[config.mk]
export PLATFORM = sky130hd
export DESIGN_NAME = alu_op_decoder
export DESIGN_NICKNAME = d
export VERILOG_FILES = /design/src/rtl/alu_pkg.sv /design/src/rtl/decode_skid.sv /design/src/rtl/alu_op_decoder.sv
export SDC_FILE = /design/constraint.sdc
export NUM_CORES = 1
export LEC_CHECK = 0
export BUFFER_PORTS_ARGS = -buffer_cell sky130_fd_sc_hd__buf_2
export CAP_MARGIN = 25
export CORE_MARGIN = 2
export CORE_UTILIZATION = 36
export CTS_CLUSTER_SIZE = 14
export DETAILED_ROUTE_END_ITERATION = 10
export GPL_ROUTABILITY_DRIVEN = 0
export SKIP_LAST_GASP = 1
export SLEW_MARGIN = 20
export SYNTH_ARGS = -nofsm -noshare
export SYNTH_HDL_FRONTEND = slang
export SYNTH_SLANG_ARGS = --single-unit
[constraint.sdc]
create_clock -name clk -period 3.4 [get_ports clk]
set_input_delay 0.51 -clock clk [delete_from_list [all_inputs] [get_ports clk]]
set_output_delay 0.51 -clock clk [all_outputs]
set_load 0.02 [all_outputs]
[src/rtl/alu_pkg.sv]
// Shared ALU definitions: op encodings, instruction field positions and decode payload.
package alu_pkg;

  typedef enum logic [3:0] {
    ALU_ADD        = 4'd0,
    ALU_SUB        = 4'd1,
    ALU_EVEN_UPPER = 4'd2,
    ALU_EVEN_LOWER = 4'd3,
    ALU_GTE        = 4'd4,
    ALU_LTZ        = 4'd5,
    ALU_EZ         = 4'd6,
    ALU_EQ         = 4'd7,
    ALU_NE         = 4'd8
  } alu_op_e;

  localparam int INSTR_W = 16;
  localparam int FIELD_W = 4;
  localparam int OPC_LSB = 12;
  localparam int RD_LSB  = 8;
  localparam int RS_LSB  = 4;
  localparam int RT_LSB  = 0;

  localparam logic [3:0] OPC_ADDI = 4'h9;
  localparam logic [3:0] OPC_NOP  = 4'hA;

  typedef struct packed {
    alu_op_e     alu_op;
    logic [3:0]  rd;
    logic [3:0]  rs;
    logic [3:0]  rt;
    logic [15:0] imm;
    logic        use_imm;
    logic        reg_write;
    logic        is_cmp;
    logic        illegal;
  } dec_t;

endpackage

[src/rtl/decode_skid.sv]
// Two-entry (main + skid) output buffer with a registered ready and synchronous flush.
module decode_skid #(
  parameter int W = 8
) (
  input  logic         clk,
  input  logic         rst_n,
  input  logic         i_flush,
  input  logic         i_push,
  input  logic [W-1:0] i_data,
  input  logic         i_out_ready,
  output logic         o_valid,
  output logic [W-1:0] o_data,
  output logic         o_ready
);

  logic [W-1:0] r_main, r_skid;
  logic         r_main_v, r_skid_v, r_ready;
  logic         w_adv, w_skid_v_nxt;

  // main advances when it transfers or is empty
  assign w_adv        = (r_main_v & i_out_ready) | ~r_main_v;
  assign w_skid_v_nxt = w_adv ? (r_skid_v & i_push) : (r_skid_v | i_push);

  always_ff @(posedge clk or negedge rst_n) begin
    if (!rst_n) begin
      r_main   <= '0;
      r_skid   <= '0;
      r_main_v <= 1'b0;
      r_skid_v <= 1'b0;
      r_ready  <= 1'b0;
    end else if (i_flush) begin
      r_main_v <= 1'b0;
      r_skid_v <= 1'b0;
      r_ready  <= 1'b1;
    end else begin
      if (w_adv) begin
        if (r_skid_v) begin
          r_main   <= r_skid;
          r_main_v <= 1'b1;
          if (i_push) r_skid <= i_data;
        end else begin
          r_main_v <= i_push;
          if (i_push) r_main <= i_data;
        end
      end else if (i_push) begin
        r_skid <= i_data;
      end
      r_skid_v <= w_skid_v_nxt;
      r_ready  <= ~w_skid_v_nxt;
    end
  end

  assign o_valid = r_main_v;
  assign o_data  = r_main;
  assign o_ready = r_ready;

endmodule

[src/rtl/alu_op_decoder.sv]
// Instruction decoder feeding the ALU through a two-entry skid buffer.
// Optional macro DECODE_PARITY_OPS_EN enables opcodes 2/3 (evenUpper/evenLower).
module alu_op_decoder
  import alu_pkg::*;
(
  input  logic        clk,
  input  logic        rst_n,
  input  logic        in_valid,
  input  logic [15:0] instr,
  output logic        in_ready,
  output logic        out_valid,
  input  logic        out_ready,
  output logic [3:0]  alu_op,
  output logic [3:0]  rs_addr,
  output logic [3:0]  rt_addr,
  output logic [3:0]  rd_addr,
  output logic [15:0] imm,
  output logic        use_imm,
  output logic        reg_write,
  output logic        is_cmp,
  output logic        illegal,
  input  logic        flush,
  output logic [7:0]  illegal_cnt
);

  logic [3:0] w_opc;
  dec_t       w_dec, w_out;
  logic       w_push, w_ready;
  logic [7:0] r_illegal_cnt;

  assign w_opc = instr[OPC_LSB +: FIELD_W];

  always_comb begin
    w_dec        = '0;
    w_dec.alu_op = ALU_ADD;
    w_dec.rd     = instr[RD_LSB +: FIELD_W];
    w_dec.rs     = instr[RS_LSB +: FIELD_W];
    w_dec.rt     = instr[RT_LSB +: FIELD_W];
    case (w_opc)
`ifdef DECODE_PARITY_OPS_EN
      4'h0, 4'h1, 4'h2, 4'h3: begin
`else
      4'h0, 4'h1: begin
`endif
        w_dec.alu_op    = alu_op_e'(w_opc);
        w_dec.reg_write = 1'b1;
      end
      4'h4, 4'h5, 4'h6, 4'h7, 4'h8: begin
        w_dec.alu_op = alu_op_e'(w_opc);
        w_dec.is_cmp = 1'b1;
      end
      OPC_ADDI: begin
        w_dec.use_imm   = 1'b1;
        w_dec.reg_write = 1'b1;
        w_dec.imm       = {{(16-FIELD_W){instr[RT_LSB+FIELD_W-1]}}, instr[RT_LSB +: FIELD_W]};
      end
      OPC_NOP: ;
      default: w_dec.illegal = 1'b1;
    endcase
  end

  // flush wins over any same-edge acceptance
  assign w_push = in_valid & w_ready & ~flush;

  decode_skid #(.W($bits(dec_t))) u_skid (
    .clk         (clk),
    .rst_n       (rst_n),
    .i_flush     (flush),
    .i_push      (w_push),
    .i_data      (w_dec),
    .i_out_ready (out_ready),
    .o_valid     (out_valid),
    .o_data      (w_out),
    .o_ready     (w_ready)
  );

  always_ff @(posedge clk or negedge rst_n) begin
    if (!rst_n)
      r_illegal_cnt <= '0;
    else if (w_push && w_dec.illegal && r_illegal_cnt != 8'hFF)
      r_illegal_cnt <= r_illegal_cnt + 8'd1;
  end

  assign in_ready    = w_ready;
  assign alu_op      = w_out.alu_op;
  assign rd_addr     = w_out.rd;
  assign rs_addr     = w_out.rs;
  assign rt_addr     = w_out.rt;
  assign imm         = w_out.imm;
  assign use_imm     = w_out.use_imm;
  assign reg_write   = w_out.reg_write;
  assign is_cmp      = w_out.is_cmp;
  assign illegal     = w_out.illegal;
  assign illegal_cnt = r_illegal_cnt;

endmodule

-- Word-level counts from Yosys, hierarchy flattened
Cells that the tools add are included.
- flip-flop bits (word level): 83
- bits of input ports: 21
- output and inout bits: 46
- word-level logic and storage cells: 53
- $add $sub $neg: 1
- eq/ne operators: 10
- muxes and demuxes: 16
- bitwise logic cells: 9
- reductions and logical operators: 11
- operators by type and width (operator ; count):
    2-to-1 mux 36 bit ; 5
    2-to-1 mux 17 bit ; 1
    equality test 4 x 3 -> 1 bit, second input constant ; 4
    equality test 4 bit, second input constant ; 3
    2-to-1 mux 1 bit ; 9
    OR reduction 9 bit ; 1
    adder 8 x 1 -> 8 bit, second input constant ; 1
    inequality test 8 bit, second input constant ; 1
    OR reduction 7 bit ; 1
    OR reduction 5 bit ; 1
    AND 1 bit ; 4
    equality test 4 x 1 -> 1 bit, second input constant ; 1
    zero test 4 bit ; 1
    2-to-1 mux 4 bit ; 1
    nonzero test 2 bit ; 2
    inverter 1 bit ; 3
    AND reduction 3 bit ; 1
    OR reduction 3 bit ; 1
    logical AND 1 bit ; 2
    inequality test 2 x 1 -> 1 bit, second input constant ; 1
    OR 1 bit ; 2
    AND reduction 2 bit ; 1

-- Longest topological paths before layout
- depth in word-level cells: 6
- depth in mapped cells: 5

-- Hierarchy
From an unflattened synthesis, not the netlist that was laid out.
- cells, all modules: 253
- area, all modules: 3758.6 µm²
- modules (own cells, without submodules) (module ; instances ; cells each ; area each (µm²) ; seq. area each (µm²)):
    decode_skid ; 1 ; 203 ; 3239.4 ; 1876.8
    alu_op_decoder ; 1 ; 50 ; 519.2 ; 200.2

-- Worst setup path before layout
Ideal clock, no wire load.
- kind: input to register
- from: in instr[15]
- to: reg r_illegal_cnt[1], in the netlist illegal_cnt[1]
- library setup time: 0.127 ns
- arrival: 1.539 ns
- setup slack: 1.733 ns
- cell stages on the path: 4
- buffers on the path: 0
- cells stage by stage: nor3b_4 > nor4_4 > and2_2 > mux2_1
- cells in the longest elaborated chain, start to end: 5
- elaborated cells between the ends (all ways): 13
- classes of those cells: eq/ne (8); mux (1); reduce/logical (4)
- ends and longest elaborated chain (item ; RTL line ; RTL):
    start: declaration ; alu_op_decoder.sv:9 ; input logic [15:0] instr,
    equality test 4 bit, or another cell as far along ; alu_op_decoder.sv:39 ; case (w_opc)
    OR reduction 9 bit (no line) * ; - ;
    2-to-1 mux 1 bit * ; alu_op_decoder.sv:39 ;
    logical AND 1 bit * (2 in series) ; alu_op_decoder.sv:80 ; else if (w_push && w_dec.illegal && r_illegal_cnt != 8'hFF)
    end signal: assignment ; alu_op_decoder.sv:81 ; r_illegal_cnt <= r_illegal_cnt + 8'd1;
    end: declaration ; alu_op_decoder.sv:29 ; logic [7:0] r_illegal_cnt;
Mark *: on every way between the ends. The rest lies on a longest branch, timed or not.
A chain may end at the register's enable or synchronous reset.

-- Final worst setup path
- from: reg u_skid.r_main_v, in the netlist u_skid.o_valid
- to: reg u_skid.r_skid[30]
- cells in the longest elaborated chain, start to end: 4
- elaborated cells between the ends (all ways): 6
- classes of those cells: eq/ne (1); mux (1); bitwise (3); reduce/logical (1)
- ends and longest elaborated chain (item ; RTL line ; RTL):
    start: declaration ; decode_skid.sv:17 ; logic r_main_v, r_skid_v, r_ready;
    start signal: assignment ; decode_skid.sv:42 ; r_main_v <= i_push;
    AND 1 bit or inverter 1 bit (tied branches) ; decode_skid.sv:21 ; assign w_adv = (r_main_v & i_out_ready) | ~r_main_v;
    OR 1 bit * ; decode_skid.sv:21 ;
    inequality test 2 x 1 -> 1 bit (no line) ; - ;
    AND reduction 2 bit (no line) ; - ;
    end signal: assignment ; decode_skid.sv:40 ; if (i_push) r_skid <= i_data;
    end signal: assignment ; decode_skid.sv:46 ; r_skid <= i_data;
    end: declaration ; decode_skid.sv:16 ; logic [W-1:0] r_main, r_skid;
Marks and branches as above.

==> results.json <==
{
  "worst-r2r-setup-slack_ns": 1.40,
  "cap_violations": 0,
  "criticalPathCategory": "reg -> reg",
  "finClkSkew_ns": 0.006443,
  "r2r_end": "u_skid.r_skid[30]$_DFFE_PN0P_",
  "area_growth_pct": 19.43,
  "grt_pass1_wl_mm": 9.225,
  "syn_inst": 248,
  "hold_class": "in -> async",
  "max_freq_mhz": 498.9,
  "critPathArrivalTime_ns": 2.22,
  "ant_nets": 0,
  "ff2ff_path_depth": 4,
  "rows": 31,
  "endpoint_kind": "flip-flop",
  "drc": 0,
  "cts_hold_buf": 0,
  "cts_sinks": 59,
  "min_period_ns": 2.004,
  "cts_tree": "yes",
  "critPathLaunchType": "flip-flop",
  "drv_slew": 0,
  "regArea_mm2": 0.001476,
  "yosysUniqueCellTypes": 37,
  "dr.pass1.iters": 4,
  "dpl.hpwl_mm": 3.648,
  "post_cts_buffers": 0,
  "grtUsageTotal_pct": 14.15,
  "die_x_um": 90.26,
  "antenna_found_initial": 0,
  "path_clk_slew_ns": 0.07,
  "setup_viol": 0,
  "regToRegStartpoint": "u_skid.o_valid$_DFFE_PN0P_",
  "diodes": 0,
  "htreeDepth": 3,
  "routed_wirelength_mm": 5.320,
  "rsz0062_at_grt": "false",
  "fin_tns_setup_ns": 0,
  "crit_required_ns": 3.61,
  "clk_path_buf_depth": 2,
  "ys_ff_latch": 59,
  "grt-ovfl-total": 0,
  "nFillCells": 732,
  "worstSetupStartpoint": "u_skid.o_valid$_DFFE_PN0P_",
  "numCtsBuffers": 9,
  "via_count": 1939,
  "avgRoutedWirePerCell_um": 13.01,
  "status": "completed",
  "cts_root_buffer": "clkbuf_8",
  "grt_start_max_net_pins": 49,
  "core_area_mm2": 0.007214,
  "drtIter0Drc": 86,
  "period_share_pct": 58.95,
  "ioPinCount": 67,
  "worstPathMaxFanout": 20,
  "synth_area_per_cell_um2": 10.80,
  "cellLeakagePower_nw": 1.485,
  "slew_headroom_pct": 41.74,
  "grt_pass1_vias": 1935,
  "nets": 327,
  "multi_input_area_mm2": 0.001051,
  "critPathCapture": "u_skid.r_skid[30]$_DFFE_PN0P_",
  "seq_area_frac_synth_pct": 55.11,
  "tightest_slew_ns": 0.8740,
  "power_mw": 1.978,
  "cts.repair.resized": 0,
  "clk_latency_ns": 0.33,
  "die_area_mm2": 0.008147,
  "yosys_warnings": 0,
  "hold_viol": 0,
  "final_layout_size_suffix_gt1_share_pct": 33.55,
  "start_util_pct": 37.13,
  "ir_drop_v": 0.0003856,
  "io_buffer_count": 66,
  "power_density_mw_per_mm2": 618.3,
  "via_per_inst": 4.741,
  "syn-num-nets": 270,
  "dieHeight_um": 90.26,
  "synth.cell_area_mm2": 0.002679
}
worst max-delay path, cell delays in order, from the launching register on:
cell      delay, ns
dfrtp_1        0.36
nor2b_1        0.18
o21bai_2       0.68
buf_4          0.32
mux2_2         0.35
registers in the layout, indices dropped and copies added, names as in the netlist:
register,count
u_skid.r_skid,24
illegal_cnt,8
u_skid.o_valid,1
u_skid.o_ready,1
u_skid.r_skid_v,1
u_skid.o_data,24
synth_stat cells (all sizes together):
library cell	number	area share (%)
dfrtp	59	55
nand2	24	3.4
nor2	24	3.4
buf	21	5.0
a21oi	18	3.4
mux2	17	7.1
mux2i	13	4.9
o21ai	11	2.1
and3	8	1.9
nand3	8	1.5
a31oi	7	1.6
clkbuf	3	0.42
inv	3	0.42
nand2b	3	0.70
o211ai	3	0.84
o21a	3	0.84
xor2	3	0.98
and2	2	0.51
nand3b	2	0.56
nor2b	2	0.75
nor3	2	0.37
nor4	2	1.0
xnor2	2	0.65
clkinv	1	0.14
ha	1	0.47
maj3	1	0.37
nand4	1	0.23
nor3b	1	0.70
o21bai	1	0.28
o22ai	1	0.23
or3	1	0.23
stage by stage:
step | instance area (um^2) | instances | setup WS, ns | utilization (%) | hold WS (ns)
final | 3199 | 409 | 1.396 | 44.35 | 0.2821
after global placement | 3027 | 393 | 1.231 | 41.95 | 0.4626
after floorplan | 2679 | 248 | 1.733 | - | 0.2144
after global routing | 3199 | 409 | 1.219 | 44.35 | 0.3603
after CTS | 3199 | 409 | 1.350 | 44.35 | 0.3169
after detailed placement | 3027 | 393 | 1.212 | 41.95 | 0.4703
how the worst min path moves through the flow:
stage / end / cells after the start
floorplan: illegal_cnt[0]$_DFFE_PN0P_ / 0
finish: illegal_cnt[1]$_DFFE_PN0P_ / 1
CTS: illegal_cnt[1]$_DFFE_PN0P_ / 1
global route: illegal_cnt[1]$_DFFE_PN0P_ / 1
global placement: u_skid.r_skid[4]$_DFFE_PN0P_ / 2
detailed placement: u_skid.r_skid[4]$_DFFE_PN0P_ / 2
where the power goes:
part	internal, mW	switching (mW)
Combinational	0.191	0.291
Sequential	0.845	0.0920
Clock	0.303	0.257
final cells by class:
type,instances,share of cell area [%]
Clock buffer,14,5.084
Clock inverter,2,0.3129
Inverter,4,0.4693
Multi-Input combinational cell,161,32.85
Sequential cell,59,46.15
Tap cell,99,3.872
Timing Repair Buffer,70,11.26
kinds of logic (layout without fill, tap and decap cells):
logic type / Yosys count / after routing / synth area share (%)
AOI/OAI and AO/OA: 44 / 44 / 9.248
xor gates and xnor gates: 5 / 5 / 1.635
adders and majority gates: 2 / 2 / 0.8407
buffers and inverters: 28 / 90 / 5.978
DFF: 59 / 59 / 55.11
muxes: 30 / 30 / 12.00
and+or+nand+nor: 80 / 80 / 15.18
per-layer routing:
layer	wire length, um	part of all wire, %	global-route usage, %
met4	55	1.0	5.385
met1	2503	47	18.05
met3	266	5.0	4.424
met2	2494	47	22.62
met5	0	0	0
placed cells by master (no fill, tap or decap), types with 2 or more instances in the layout:
master / netlist / final
o211ai_1: 3 / 3
mux2_1: 2 / 2
xnor2_1: 2 / 2
nor2_1: 24 / 24
nand3_1: 8 / 8
inv_1: 3 / 3
clkbuf_1: 3 / 3
and3_1: 8 / 8
xor2_1: 3 / 3
nand3b_1: 2 / 2
a21oi_1: 18 / 18
mux2_2: 15 / 15
clkbuf_8: 0 / 11
buf_4: 12 / 4
o21a_1: 3 / 3
nand2_1: 24 / 24
buf_2: 8 / 66
nand2b_1: 3 / 3
mux2i_1: 13 / 13
o21ai_0: 11 / 11
dfrtp_1: 59 / 59
clkinv_2: 0 / 2
a31oi_1: 7 / 7
(Power assumes the default switching activity.)
